`config.mk`:
```
export PLATFORM = sky130hd
export DESIGN_NAME = mem_access_unit
export DESIGN_NICKNAME = d
export VERILOG_FILES = /design/src/rtl/mem_access_unit.sv
export SDC_FILE = /design/constraint.sdc
export NUM_CORES = 1
export LEC_CHECK = 0
export CORE_ASPECT_RATIO = 1.5
export CORE_MARGIN = 2
export CORE_UTILIZATION = 40
export CTS_BUF_LIST = sky130_fd_sc_hd__clkbuf_4
export CTS_CLUSTER_DIAMETER = 50
export DETAILED_ROUTE_END_ITERATION = 7
export PLACE_DENSITY = 0.78
export SKIP_CTS_REPAIR_TIMING = 1
export SLEW_MARGIN = 30
export SYNTH_ARGS = -nofsm -noshare
export SYNTH_HDL_FRONTEND = slang
export SYNTH_SLANG_ARGS = --single-unit
export TNS_END_PERCENT = 10
```
`constraint.sdc`:
```
create_clock -name CLK -period 2.03 [get_ports CLK]
set_input_delay 0.609 -clock CLK [delete_from_list [all_inputs] [get_ports CLK]]
set_output_delay 0.609 -clock CLK [all_outputs]
set_load 0.01 [all_outputs]
```
`src/rtl/mem_access_unit.sv`:
```
// Memory access unit: sequences RV32 loads/stores onto a synchronous SRAM.
// Optional MAU_FAULT_CHECK_EN rejects misaligned, out-of-range and illegal-funct3 accesses.
module mem_access_unit #(
  parameter int WORD_W       = 32,
  parameter int SRAM_ADDR_W  = 11,
  parameter int READ_LATENCY = 2
) (
  input  logic                   CLK,
  input  logic                   nRST,
  input  logic                   req_valid,
  output logic                   req_ready,
  input  logic                   req_we,
  input  logic [2:0]             req_funct3,
  input  logic [WORD_W-1:0]      req_addr,
  input  logic [WORD_W-1:0]      req_wdata,
  output logic                   rsp_valid,
  output logic [WORD_W-1:0]      rsp_rdata,
  output logic                   rsp_fault,
  output logic                   sram_en,
  output logic [WORD_W/8-1:0]    sram_we,
  output logic [SRAM_ADDR_W-1:0] sram_addr,
  output logic [WORD_W-1:0]      sram_wdata,
  input  logic [WORD_W-1:0]      sram_rdata
);

  localparam int BYTES = WORD_W / 8;

  localparam logic [1:0] S_IDLE  = 2'd0;
  localparam logic [1:0] S_ISSUE = 2'd1;
  localparam logic [1:0] S_WAIT  = 2'd2;
  localparam logic [1:0] S_RESP  = 2'd3;

  localparam logic [1:0] SZ_B = 2'd0;
  localparam logic [1:0] SZ_H = 2'd1;
  localparam logic [1:0] SZ_W = 2'd2;

  localparam logic [1:0] LAT_LAST = 2'(READ_LATENCY - 1);

`ifdef MAU_FAULT_CHECK_EN
  localparam logic FAULT_EN = 1'b1;
`else
  localparam logic FAULT_EN = 1'b0;
`endif

  function automatic logic illegal_f3(input logic we, input logic [2:0] f3);
    if (we) return f3[2] || (f3[1:0] == 2'b11);
    return (f3 == 3'b011) || (f3[2:1] == 2'b11);
  endfunction

  function automatic logic [BYTES-1:0] store_lanes(input logic [1:0] size, input logic [1:0] off);
    logic [BYTES-1:0] be;
    case (size)
      SZ_B:    be = BYTES'(1) << off;
      SZ_H:    be = off[1] ? BYTES'(4'b1100) : BYTES'(4'b0011);
      default: be = '1;
    endcase
    return be;
  endfunction

  function automatic logic [WORD_W-1:0] store_data(input logic [1:0] size, input logic [WORD_W-1:0] wd);
    case (size)
      SZ_B:    return {BYTES{wd[7:0]}};
      SZ_H:    return {(BYTES/2){wd[15:0]}};
      default: return wd;
    endcase
  endfunction

  // Lane select then sign/zero extension; signed locals make the extension explicit.
  function automatic logic [WORD_W-1:0] load_extract(input logic [1:0] size, input logic uns,
                                                     input logic [1:0] off, input logic [WORD_W-1:0] rd);
    logic [WORD_W-1:0]        lane;
    logic signed [7:0]        b_s;
    logic signed [15:0]       h_s;
    logic signed [WORD_W-1:0] ext;
    lane = rd >> {off, 3'b000};
    b_s  = lane[7:0];
    h_s  = lane[15:0];
    if (size == SZ_B) begin
      if (uns) ext = $signed(WORD_W'(lane[7:0]));
      else     ext = WORD_W'(b_s);
    end else if (size == SZ_H) begin
      if (uns) ext = $signed(WORD_W'(lane[15:0]));
      else     ext = WORD_W'(h_s);
    end else begin
      ext = $signed(rd);
    end
    return $unsigned(ext);
  endfunction

  logic [1:0] state;
  logic [1:0] lat_cnt;
  logic       hs;
  logic       d_illegal, d_upper, d_fault, d_uns;
  logic [1:0] d_size, d_off;

  logic       we_p1, fault_p1, uns_p1;
  logic [1:0] size_p1, off_p1;

  assign req_ready = (state == S_IDLE);
  assign hs        = req_valid && req_ready;

  // Illegal funct3 degrades to a word access; misaligned H/W are forced onto their natural lane.
  always_comb begin
    d_illegal = illegal_f3(req_we, req_funct3);
    d_size    = d_illegal ? SZ_W : req_funct3[1:0];
    d_uns     = !req_we && req_funct3[2] && !d_illegal;
    case (d_size)
      SZ_B:    d_off = req_addr[1:0];
      SZ_H:    d_off = {req_addr[1], 1'b0};
      default: d_off = 2'b00;
    endcase
    d_upper = (req_addr >> (SRAM_ADDR_W + 2)) != '0;
    d_fault = FAULT_EN && (d_illegal || d_upper ||
                           ((d_size == SZ_H) && req_addr[0]) ||
                           ((d_size == SZ_W) && (req_addr[1:0] != 2'b00)));
  end

  // Request capture: handshake -> ISSUE stage
  always_ff @(posedge CLK) begin
    if (hs) begin
      we_p1    <= req_we;
      fault_p1 <= d_fault;
      uns_p1   <= d_uns;
      size_p1  <= d_size;
      off_p1   <= d_off;
    end
  end

  always_ff @(posedge CLK or negedge nRST) begin
    if (!nRST) begin
      state      <= S_IDLE;
      lat_cnt    <= 2'd0;
      rsp_valid  <= 1'b0;
      rsp_rdata  <= '0;
      rsp_fault  <= 1'b0;
      sram_en    <= 1'b0;
      sram_we    <= '0;
      sram_addr  <= '0;
      sram_wdata <= '0;
    end else begin
      case (state)
        S_IDLE: begin
          if (hs) begin
            state      <= S_ISSUE;
            sram_en    <= !d_fault;
            sram_we    <= (req_we && !d_fault) ? store_lanes(d_size, d_off) : '0;
            sram_addr  <= req_addr[SRAM_ADDR_W+1:2];
            sram_wdata <= store_data(d_size, req_wdata);
          end
        end
        S_ISSUE: begin
          sram_en <= 1'b0;
          sram_we <= '0;
          if (we_p1 || fault_p1) begin
            state     <= S_RESP;
            rsp_valid <= 1'b1;
            rsp_rdata <= '0;
            rsp_fault <= fault_p1;
          end else begin
            state   <= S_WAIT;
            lat_cnt <= 2'd0;
          end
        end
        // WAIT stage: read data lands in the last counted cycle
        S_WAIT: begin
          if (lat_cnt == LAT_LAST) begin
            state     <= S_RESP;
            lat_cnt   <= 2'd0;
            rsp_valid <= 1'b1;
            rsp_rdata <= load_extract(size_p1, uns_p1, off_p1, sram_rdata);
            rsp_fault <= 1'b0;
          end else begin
            lat_cnt <= lat_cnt + 2'd1;
          end
        end
        default: begin
          rsp_valid <= 1'b0;
          state     <= S_IDLE;
        end
      endcase
    end
  end

endmodule

```
==> results of run 1 <==
-- registers in the layout (all words and copies together), names as in the netlist, 2 cells and up --
signal      flops
rsp_rdata      32
sram_wdata     32
sram_addr      11
sram_we         4
lat_cnt         2
off_p1          2
size_p1         2
state           2
-- stage by stage --
stage / total power [W] / TNS, ps / instances
2_1_floorplan: 0.00508 / 0 / 402
4_1_cts: 0.00821 / -485 / 729
5_1_grt: 0.00858 / -5.53 / 735
3_5_place_dp: 0.00717 / -10850 / 713
6_report: 0.00807 / 0 / 735
3_3_place_gp: 0.00700 / -9400 / 713
-- layout by cell type (no fill, tap or decap), types with 4 or more instances in the layout --
cell type,n
clkbuf_4,9
a22o_1,9
mux2i_1,30
ha_1,4
nand2b_1,4
inv_1,8
nor2b_1,4
mux2_2,23
clkdlybuf4s50_1,94
buf_4,28
o21ai_0,43
buf_12,8
nor2_1,25
a221o_1,16
dlymetal6s2s_1,70
and2_1,4
a21oi_1,14
o221ai_1,7
nand2_1,50
o2111ai_1,6
dfrtp_1,85
a2bb2oi_1,6
edfxtp_1,6
-- worst max path at each step --
stage / slack (ps) / cells after the start / start / to
2_1_floorplan: 140 / 9 / state[1]$_DFFE_PN0P_ / rsp_rdata[16]$_DFFE_PN0P_
3_3_place_gp: -320 / 5 / sram_rdata[15] / rsp_rdata[20]$_DFFE_PN0P_
3_5_place_dp: -390 / 5 / sram_rdata[23] / rsp_rdata[20]$_DFFE_PN0P_
4_1_cts: -320 / 3 / state[0]$_DFFE_PN0P_ / req_ready
5_1_grt: -6 / 1 / rsp_rdata[2]$_DFFE_PN0P_ / rsp_rdata[2]
6_report: 30 / 6 / state[0]$_DFFE_PN0P_ / rsp_rdata[9]$_DFFE_PN0P_
-- cells by family (layout without fill, tap and decap cells) --
kind of cell             after synthesis  count (layout)  share of synthesized area (%)
multiplexers                          54              54                           13.1
flip-flops                            91              91                           51.9
buffers and inverters                 38             224                           4.73
adder cells (fa/ha/maj)                4               4                           1.13
AO/OA/AOI/OAI                        111             111                           17.9
AND/OR/NAND/NOR                      102             102                           10.9
other                                  1               1                         0.0844
XOR/XNOR                               1               1                          0.197
-- per-layer routing --
layer | wire length, microns | GRT usage (%)
met4 | 389 | 8.63
met1 | 4570 | 22.3
met3 | 1330 | 8.20
met2 | 6820 | 39.0
met5 | 0 | 0
-- power groups by stage --
| stage | Combinational [W] | Sequential (W) | Clock (W) |
|---|---|---|---|
| floorplan | 0.00183 | 0.00325 | 0 |
| global placement | 0.00404 | 0.00296 | 0 |
| detailed placement | 0.00416 | 0.00301 | 0 |
| CTS | 0.00418 | 0.00297 | 0.00107 |
| global route | 0.00442 | 0.00302 | 0.00114 |
| finish | 0.00410 | 0.00294 | 0.00103 |
-- area by class of cell --
class	count	area share, %
Timing Repair Buffer	200	32.3
Clock buffer	9	0.997
Inverter	8	0.443
Tap cell	147	2.71
Sequential cell	91	34.0
Clock inverter	7	1.11
Multi-Input combinational cell	273	28.4
==> run_results.csv, run 1 <==
group,metric,value,unit
status,status,"completed",
routing,first_pass_iters,6,
logic_synthesis,yosys-top-cells-area,"dfrtp_1 (48%), mux2i_1 (6.8%), mux2_2 (5.8%), o21ai_0 (4.8%), nand2_1 (4.2%)",
routing,drc,0,
setup_path,r2r_slack,30,ps
setup_path,crit_slowest_cell,"or3_1",
placed_design,dp_slack,-392,ps
logic_synthesis,synth_most_common_cell,"dfrtp_1",
routing,drt_wl_total,13100,microns
clock_tree,ctsHtreeMaxLevel,3,
routing,final_antenna_net_count,0,
setup_path,startpoint_type,"flip-flop",
setup_path,setup.worst_path.class,"reg -> reg",
floorplan,die_h,133,microns
setup_path,r2r-end,"rsp_rdata[9]$_DFFE_PN0P_",
power,internal_power,0.00512,W
setup_path,path_delay_family,"simple AND/OR/NAND/NOR gates",
finish,drive_gt1_share,14.1,%
logic_synthesis,syn_inst,402,
finish,regArea,2310,sq um
floorplan,rows,47,
power,power_frac_comb,50.8,%
setup_path,crit_fanout,8,
setup_path,cp_slowest_stage_delay,530,ps
setup_path,reg2regPathDepth,6,
logic_synthesis,synth.distinct_cells,45,
power,max-vdd-ir-drop,0.565,mV
clock_tree,root_buffer,"clkbuf_4",
floorplan,start_util,40.6,%
worst_hold_path,min_path_type,"in -> async",
sta,holdWs,80.4,ps
setup_path,crit_buf_inv,1,
sta,fin_skew,12.4,ps
sta,setup-violations-final,0,
sta,drv_slew,0,
power,power.switching,0.00295,W
routing,wire_per_inst,17.8,microns
logic_synthesis,syn_nets,509,
logic_synthesis,syn_area_per_cell,11.1,sq um
setup_path,cp_cell_sequence,"buf_4 -> ha_1 -> nor2b_4 -> or2_4 -> or3_1 -> o2111ai_1",
setup_path,cp_data_required_time,2390,ps
finish,fin_area,6780,sq um
floorplan,pin_count,186,
floorplan,die_w,90.1,microns
finish,utilization,62.0,%
power,p_clk_share,12.8,%
global_routing,gr-total-overflow,0,
global_routing,grt_max_degree,57,
placed_design,gp_congestion,0.974,
routing,viasPerCell,5.27,
routing,vias,3875,
logic_synthesis,synth_common_cells,"dfrtp_1 (85), nand2_1 (50), o21ai_0 (43)",
logic_synthesis,synth_flop_cell,"dfrtp_1",
sta,hold_violations,0,
clock_tree,cts_made_buffers,9,
placed_design,placed_area,6390,sq um
sta,period_minus_slack,2000,ps
clock_tree,ctsLongestPathBuffers,2,
setup_path,cp_data_arrival_time,2350,ps
clock_tree,worstSkewPairLatency,440,ps
clock_tree,clock_sinks,91,
finish,syn2layout_area_growth,52.5,%
sta,max_freq,501,MHz
placed_design,hpwl,9970,microns
routing,drtIter0Drc,167,
setup_path,worst_setup_path_end_kind,"flip-flop",
logic_synthesis,synth_edf_count,6,
sta,post-route-period-util,98.3,%
global_routing,grt_pass1_vias,4048,
finish,fillCellCount,901,
clock_tree,path_clk_slew,150,ps
setup_path,rr_startpoint,"state[0]$_DFFE_PN0P_",
logic_synthesis,ys_seq_area_share,51.9,%
power,p_sw_share,36.6,%
global_routing,grt_pass1_wl,20300,microns
power,power_density,1190,nW/um^2
global_routing,track_usage,21.5,%
power,leakage,3.76,nW
sta,final.setup.worst_slack,35.0,ps
finish,fin_nets,690,
floorplan,core-area,10900,sq um
placed_design,io_buffers,165,
run,drv_cap,0,
finish,diodes,0,
power,seqPwrFrac,36.4,%
logic_synthesis,ys_seq_elements,91,
logic_synthesis,yosysTopAreaCellShare,47.9,%
logic_synthesis,synth_area_leader_cell,"dfrtp_1",
floorplan,die_area,12000,sq um
logic_synthesis,async_flop_share,93.4,%
clock_tree,cts_tree,"yes",
logic_synthesis,netlist_area,4440,sq um
global_routing,antenna_found_initial,0,
logic_synthesis,yosysWarnings,0,
finish,multi_input_area,1930,sq um
(Power assumes the default switching activity.)
==> inputs of run 2 (changes only) <==
- CORE_UTILIZATION: 40 -> 48
- GPL_ROUTABILITY_DRIVEN: unset -> 0
- PLACE_DENSITY: 0.78 -> 0.88
- clock period: 2.03 -> 2.5 ns (I/O delays scaled with it)
==> run 2 against run 1 <==
First-iteration DRC count decreased by 10%; count of clock-buffer cells in the layout increased by 1; combinational power decreased by 19%; largest power group unchanged; highest routed layer unchanged.
==> run_results.csv, run 2 (synthesis gave the netlist of run 1 again) <==
group,metric,value,unit
sta,rsz0062_at_grt,"false",
floorplan,die_area,10100,sq um
setup_path,cp_cell_sequence,"buf_4 -> ha_1 -> nor2b_4 -> or2_4 -> a211oi_4 -> a221o_1",
floorplan,rows,43,
floorplan,pin_count,186,
setup_path,cp_slowest_stage_delay,560,ps
setup_path,setup.worst_path.class,"reg -> reg",
finish,final_common_cell,"clkdlybuf4s50_1",
routing,first_pass_iters,5,
power,power_frac_comb,50.2,%
finish,fin_nets,675,
global_routing,track_usage,25.7,%
routing,viasPerCell,5.63,
floorplan,die_w,82.6,microns
power,p_sw_share,35.2,%
worst_hold_path,min_path_type,"in -> async",
finish,drive_gt1_share,11.7,%
clock_tree,root_buffer,"clkbuf_4",
placed_design,dp_slack,-85.1,ps
sta,final.setup.worst_slack,308,ps
clock_tree,cts_made_buffers,9,
power,internal_power,0.00429,W
clock_tree,worstSkewPairLatency,420,ps
clock_tree,path_clk_slew,140,ps
sta,setup-violations-final,0,
setup_path,crit_fanout,16,
clock_tree,cts_tree,"yes",
power,seqPwrFrac,36.4,%
sta,post-route-period-util,87.7,%
sta,tightest_slew,689,ps
placed_design,placed_area,6230,sq um
sta,fin_skew,21.1,ps
setup_path,crit_slowest_cell,"a211oi_4",
global_routing,grt_pass1_vias,4026,
power,power.switching,0.00234,W
floorplan,start_util,48.6,%
floorplan,die_h,122,microns
finish,biggestRegsByFlops,"rsp_rdata: 32 flops, sram_wdata: 32 flops, sram_addr: 11 flops",
setup_path,worst_setup_path_end_kind,"flip-flop",
power,leakage,2.76,nW
setup_path,cp_data_required_time,2860,ps
routing,final_antenna_net_count,0,
finish,fin_area,6400,sq um
global_routing,gr-total-overflow,0,
placed_design,io_buffers,165,
sta,drv_slew,0,
finish,syn2layout_area_growth,44.0,%
finish,diodes,0,
setup_path,startpoint_type,"flip-flop",
power,max-vdd-ir-drop,0.639,mV
clock_tree,ctsLongestPathBuffers,2,
floorplan,core-area,9150,sq um
setup_path,cp_data_arrival_time,2550,ps
clock_tree,ctsHtreeMaxLevel,3,
setup_path,r2r_slack,310,ps
global_routing,antenna_found_initial,0,
routing,vias,3852,
clock_tree,clock_sinks,91,
sta,relSlewSlack,53.9,%
setup_path,reg2regPathDepth,6,
sta,hold_violations,0,
global_routing,grt_pass1_wl,19500,microns
sta,max_freq,456,MHz
routing,drc,0,
routing,drt_wl_total,12600,microns
power,power_density,1040,nW/um^2
sta,period_minus_slack,2190,ps
finish,most-common-layout-cells,"clkdlybuf4s50_1 (163), dfrtp_1 (85), nand2_1 (50)",
status,status,"completed",
run,drv_cap,0,
global_routing,grt_max_degree,57,
power,p_clk_share,13.5,%
routing,drtIter0Drc,150,
placed_design,hpwl,9790,microns
routing,wire_per_inst,18.4,microns
run 2: cell count changes in the layout (fill, tap and decap cells not counted), moves of 2 or more:
cell,previous run,this run
dlymetal6s2s_1,70,1
buf_4,28,18
clkdlybuf4s50_1,94,163
buf_12,8,3
clkinv_2,2,0
inv_6,2,0
run 2: final cells by class:
| class | count | area [sq um] |
|---|---|---|
| fill | 679 | 2750 |
| clock buffer | 10 | 75.1 |
| multi-input combinational | 273 | 1930 |
| inverter | 8 | 30.0 |
| timing repair buffer | 185 | 1840 |
| clock inverter | 5 | 80.1 |
| sequential | 91 | 2310 |
| tap | 112 | 140 |
run 2: power groups by stage:
stage,clock [W],combinational [W],sequential (W)
final,0.000893,0.00332,0.00241
after global routing,0.000975,0.00363,0.00248
after CTS,0.000920,0.00332,0.00242
after detailed placement,0,0.00331,0.00245
after global placement,0,0.00321,0.00241
after floorplan,0,0.00149,0.00264
run 2: critical path, delay by kind of cell, from the launching register on:
family | cells | cell delay [ps]
DFF | 1 | 410
and+or+nand+nor | 2 | 500
adders and majority gates | 1 | 300
AOI/OAI and AO/OA | 2 | 770
buffers and inverters | 1 | 150
run 2: path summary, 6_finish.rpt:
| path | start | endpoint |
|---|---|---|
| worst max-delay path | state[0]$_DFFE_PN0P_ | rsp_rdata[17]$_DFFE_PN0P_ |
| worst min-delay path | nRST | state[1]$_DFFE_PN0P_ |
| worst max register to register | state[0]$_DFFE_PN0P_ | rsp_rdata[17]$_DFFE_PN0P_ |
| worst min register to register | sram_wdata[19]$_DFFE_PN0P_ | sram_wdata[19]$_DFFE_PN0P_ |
| max in group asynchronous | nRST | sram_addr[9]$_DFFE_PN0P_ |
| min in group CLK | sram_wdata[19]$_DFFE_PN0P_ | sram_wdata[19]$_DFFE_PN0P_ |
run 2: metrics by stage:
step                hold WS, ps  util (%)  instances  TNS [ps]  power (W)
floorplan                   454         -        402         0    0.00412
global placement            461      68.1        667      -284    0.00561
detailed placement          474      68.1        667     -1160    0.00576
CTS                         113      69.8        682     -72.6    0.00666
global route                104      70.0        684         0    0.00709
finish                      160      70.0        684         0    0.00663
run 2: layer usage:
metal	share of wire, %	routed length, microns	vias to the layer above	GRT usage [%]
li1	-	-	1788	-
met1	36	4460	1828	27.5
met2	51	6360	198	42.9
met3	9.3	1160	38	7.85
met4	4.7	586	0	16.3
met5	0	0	-	0
